--- config.mk ---
export PLATFORM = sky130hd
export DESIGN_NAME = alu_top
export DESIGN_NICKNAME = d
export VERILOG_FILES = /design/src/rtl/alu_pkg.sv /design/src/rtl/alu_core.sv /design/src/rtl/alu_top.sv
export SDC_FILE = /design/constraint.sdc
export NUM_CORES = 1
export LEC_CHECK = 0
export BUFFER_PORTS_ARGS = -buffer_cell sky130_fd_sc_hd__buf_2
export CAP_MARGIN = 5
export CORE_ASPECT_RATIO = 1.1
export CORE_UTILIZATION = 40
export DETAILED_ROUTE_END_ITERATION = 7
export GPL_TIMING_DRIVEN = 0
export PLACE_DENSITY_LB_ADDON = 0.1
export SYNTH_ARGS = -nofsm -noshare
export SYNTH_HDL_FRONTEND = slang
export SYNTH_SLANG_ARGS = --single-unit
--- constraint.sdc ---
create_clock -name i_clk -period 2.1 [get_ports i_clk]
set_clock_uncertainty 0.15 [all_clocks]
set_input_delay 0.42 -clock i_clk [delete_from_list [all_inputs] [get_ports i_clk]]
set_output_delay 0.42 -clock i_clk [all_outputs]
set_load 0.05 [all_outputs]
--- src/rtl/alu_pkg.sv ---
// Shared opcode encodings and status-flag bit positions for the ALU.
package alu_pkg;

   typedef enum logic [1:0] {
      OP_SUB        = 2'b00,
      OP_NAND       = 2'b01,
      OP_START_ONES = 2'b10,
      OP_DECODE     = 2'b11
   } op_e;

   localparam int FLAG_ERR      = 0;
   localparam int FLAG_NEG      = 1;
   localparam int FLAG_POS      = 2;
   localparam int FLAG_OVERFLOW = 3;
   localparam int FLAG_W        = 4;

endpackage

--- src/rtl/alu_core.sv ---
// Purely combinational ALU datapath: result and status flags for one operation.
module alu_core
   import alu_pkg::*;
#(
   parameter int WIDTH = 4,
   parameter int LEN   = 2
) (
   input  logic [WIDTH-1:0]  arg0,
   input  logic [WIDTH-1:0]  arg1,
   input  logic [LEN-1:0]    oper,
   output logic [WIDTH-1:0]  result,
   output logic [FLAG_W-1:0] flag
);

   logic [WIDTH-1:0] diff;
   logic [WIDTH-1:0] ones_run;
   logic [WIDTH-1:0] ones_cnt;
   logic [WIDTH-1:0] dec_idx;
   logic             one_hot;
   logic             oper_hi;
   logic             err;
   logic             ovf;

   assign diff    = arg0 - arg1;
   assign one_hot = (arg0 != '0) && ((arg0 & (arg0 - WIDTH'(1))) == '0);
   // Opcodes above the two base bits are unsupported whenever LEN > 2.
   assign oper_hi = (oper >> 2) != '0;

   // ones_run[gi] is set while every bit from the MSB down to gi is a one.
   assign ones_run[WIDTH-1] = arg0[WIDTH-1];
   generate
      for (genvar gi = WIDTH - 2; gi >= 0; gi--) begin : g_run
         assign ones_run[gi] = ones_run[gi+1] & arg0[gi];
      end
   endgenerate

   always_comb begin
      ones_cnt = '0;
      dec_idx  = '0;
      for (int i = 0; i < WIDTH; i++) begin
         ones_cnt = ones_cnt + {{(WIDTH-1){1'b0}}, ones_run[i]};
         if (arg0[i]) begin
            dec_idx = dec_idx | WIDTH'(i);
         end
      end
   end

   always_comb begin
      result = '0;
      err    = 1'b0;
      ovf    = 1'b0;
      if (oper_hi) begin
         err = 1'b1;
      end else begin
         case (op_e'(oper[1:0]))
            OP_SUB: begin
               result = diff;
               ovf    = (arg0[WIDTH-1] != arg1[WIDTH-1]) &&
                        (diff[WIDTH-1] != arg0[WIDTH-1]);
            end
            OP_NAND:       result = ~(arg0 & arg1);
            OP_START_ONES: result = ones_cnt;
            OP_DECODE: begin
               if (one_hot) result = dec_idx;
               else         err    = 1'b1;
            end
            default:       err = 1'b1;
         endcase
      end
   end

   always_comb begin
      flag                = '0;
      flag[FLAG_ERR]      = err;
      flag[FLAG_NEG]      = result[WIDTH-1];
      flag[FLAG_POS]      = (result != '0) && !result[WIDTH-1];
      flag[FLAG_OVERFLOW] = ovf;
   end

endmodule

--- src/rtl/alu_top.sv ---
// ALU top level: registers the combinational core outputs, one-cycle latency.
module alu_top
   import alu_pkg::*;
#(
   parameter int WIDTH = 4,
   parameter int LEN   = 2
) (
   input  logic             i_clk,
   input  logic             i_rstn,
   input  logic [WIDTH-1:0] i_arg0,
   input  logic [WIDTH-1:0] i_arg1,
   input  logic [LEN-1:0]   i_oper,
   output logic [WIDTH-1:0] o_result,
   output logic [3:0]       o_flag
);

   logic [WIDTH-1:0]  result_next;
   logic [FLAG_W-1:0] flag_next;
   logic [WIDTH-1:0]  result_reg;
   logic [FLAG_W-1:0] flag_reg;

   alu_core #(
      .WIDTH (WIDTH),
      .LEN   (LEN)
   ) u_core (
      .arg0   (i_arg0),
      .arg1   (i_arg1),
      .oper   (i_oper),
      .result (result_next),
      .flag   (flag_next)
   );

   always_ff @(posedge i_clk or negedge i_rstn) begin
      if (!i_rstn) begin
         result_reg <= '0;
         flag_reg   <= '0;
      end else begin
         result_reg <= result_next;
         flag_reg   <= flag_next;
      end
   end

   assign o_result = result_reg;
   assign o_flag   = flag_reg;

endmodule

==> impl_metrics.csv <==
group,metric,value,unit
synthesis,synth_nets,87,
route,first_pass_iters,4,
clock_tree,clockRootBuffer,"clkbuf_4",
synthesis,ys_ff_latch,7,
worst_setup_path,arrival,2020,ps
finish,layoutNonFillerInstCount,112,
timing,fmax,487.6,MHz
clock_tree,cts_max_level,1,
global_route,grt_pass1_vias,589,
placement,place_hpwl,972.4,um
worst_hold_path,holdCritPathClass,"primary input to flip-flop",
timing,hold_viol,0,
timing,setup_tns,0,ps
worst_setup_path,endpoint_kind,"flip-flop",
clock_tree,numCtsBuffers,3,
power,p_leak,0.4614,nW
synthesis,avgSynthCellArea,9.605,sq um
finish,multi_input_area,446.7,sq um
flow_run,cap_violations,0,
floorplanning,initial_core_util,44.00,%
route,wl,1424,um
synthesis,synthCells,65,
power,peakVddDrop,227.7,uV
status,outcome,"complete, no violations",
worst_setup_path,critical_path_class,"primary input to flip-flop",
clock_tree,path_clk_slew,50,ps
timing,slew_headroom,76.07,%
global_route,grt_max_degree,11,
timing,rsz0062_at_grt,"true",
global_route,antenna_found_initial,0,
route,via_count,576,
route,ant_nets,0,
timing,hold_slack,368.7,ps
timing,drv_slew,0,
finish,fin_util,64.73,%
finish,area_delta_synth_final,47.09,%
power,powerDensity,528.9,nW/um^2
timing,finalSetupViolations,0,
timing,period_minus_slack,2051,ps
route,drtIter0Drc,8,
finish,layout-drive-gt1-share,47.92,%
synthesis,synth_top_cell_area_share,28.06,%
floorplanning,die_area,1723,sq um
placement,gp_congestion,0.7710,
worst_hold_path,holdPathStages,3,
finish,seqCellArea,175.2,sq um
timing,worst_slew_pin_slew,357.7,ps
placement,portBuffers,19,
floorplanning,design.core.area,1419,sq um
synthesis,synth_area,624.3,sq um
synthesis,yosys_warnings,0,
worst_setup_path,path_max_fanout,3,
clock_tree,cts.sinks,7,
floorplanning,die_y,43.44,um
synthesis,yosysTopAreaCell,"dfrtp_1",
clock_tree,cts_buffer_depth,2,
finish,nNetsFinal,119,
synthesis,synth.area.top_cells,"dfrtp_1 28%, ha_1 16%, fa_1 6.4%",
placement,dpl.cell_count,100,
floorplanning,ios,20,
worst_setup_path,required,2070,ps
power,finalPower,0.4857,mW
finish,nFillCells,121,
timing,post-route-period-util,97.66,%
route,drc_errors,0,
floorplanning,die_x,39.67,um
clock_tree,cts_tree,"done",
global_route,track_usage,19.88,%
finish,antennaDiodeCount,0,
global_route,grt-ovfl-total,0,
synthesis,ys_seq_area_share,28.06,%
global_route,grt_pass1_wl,2401,um
floorplanning,row_count,14,
route,wl_per_cell,12.71,um
worst_setup_path,worst_setup_path_start_kind,"primary input",
route,routed_via_density,5.143,
synthesis,ys_types,29,
-- cells in the mapped netlist --
cell type	instances
a21o_1	1
a21oi_1	2
a21oi_2	2
a22oi_1	1
a22oi_4	1
a2bb2oi_1	1
and2_1	1
and3_1	1
buf_4	3
dfrtp_1	7
fa_1	2
ha_1	8
inv_1	7
mux2i_1	1
nand2_1	6
nand2b_1	1
nand3b_1	1
nor2_1	2
nor2b_1	1
nor3_1	1
nor3_2	1
nor4_1	1
o21ai_0	3
o21ai_1	2
o31ai_1	1
or3_1	1
or4_4	1
xnor2_1	4
xor2_1	1
-- per-stage QoR --
stage / instance area [sq um] / setup WS, ps
2_1_floorplan: 644.4 / -167.8
3_5_place_dp: 759.5 / -408.5
4_1_cts: 855.8 / -17.79
5_1_grt: 918.4 / -24.79
3_3_place_gp: 759.5 / -394.4
6_report: 918.4 / 49.14
-- flip-flops by register name, summed over array words and instances, names as in the netlist --
signal    count
o_flag        4
o_result      3
-- worst max-delay path, cell delays in order --
cell and delay (ps):
buf_6 90, nand2_4 40, or3_4 360, fa_2 340, inv_2 70, ha_4 200
nand2b_4 60, a22oi_2 50, a2bb2oi_2 140, nor3_2 190, a21oi_2 40
-- final cells by class --
type / instances / share of cell area (%)
inverters: 7 / 3.406
repair buffers: 28 / 22.21
flip-flops and latches: 7 / 19.07
multi-input cells: 48 / 48.64
clock buffers: 4 / 2.861
plain buffers: 2 / 1.635
well taps: 16 / 2.180
-- cell usage in the layout, fill, tap and decap left out, types with 2 or more instances in the layout --
cell      netlist  routed
buf_4           3      10
dfrtp_1         7       7
buf_12          0       2
a21oi_2         2       2
nand2_1         6       5
inv_1           7       5
xnor2_1         4       4
o21ai_0         3       3
a21oi_1         2       2
ha_1            8       7
buf_2           0      15
clkbuf_4        0       4
o21ai_1         2       2
nor2_1          2       2
-- cell families (layout without fill, tap and decap cells) --
group / after synthesis / in the layout / synth area share [%]
mux: 1 / 1 / 1.603
simple gates: 18 / 18 / 16.24
compound gates: 14 / 14 / 16.84
flops: 7 / 7 / 28.06
buf+inv: 10 / 41 / 7.816
fa+ha+maj: 10 / 10 / 22.45
xor+xnor: 5 / 5 / 7.014
-- path summary, 6_finish.rpt --
check,end,slack (ps),startpoint
worst max-delay path,o_flag[2],50,i_arg0[3]
worst min-delay path,o_flag[0],370,i_oper[0]
max in group asynchronous,o_result[2],1260,i_rstn
min in group asynchronous,o_result[0],390,i_rstn
-- routing by layer --
metal | vias up | track usage [%] | wire length [um] | part of all wire [%]
li1 | 280 | - | - | -
met1 | 273 | 22.73 | 527 | 37
met2 | 19 | 33.77 | 808 | 57
met3 | 4 | 2.051 | 60 | 4.2
met4 | 0 | 12.41 | 28 | 2.0
met5 | - | 0 | 0 | 0
-- timing repair --
item | 4_1_cts | 5_1_grt
resized for setup | 9 | 9
hold endpoints to repair | 7 | 0
pin swaps | 4 | 5
setup endpoints to repair | 1 | 2
hold buffers | 1 | 0
setup buffers | 3 | 5
-- where the power goes --
group | leakage (nW) | internal (mW) | switching, mW
Sequential | 0.0872 | 0.148 | 0.00294
Clock | 0.0150 | 0.0721 | 0.0441
Combinational | 0.359 | 0.0868 | 0.132
Total | 0.461 | 0.307 | 0.179
No activity file was read; power rests on OpenSTA's default activity.
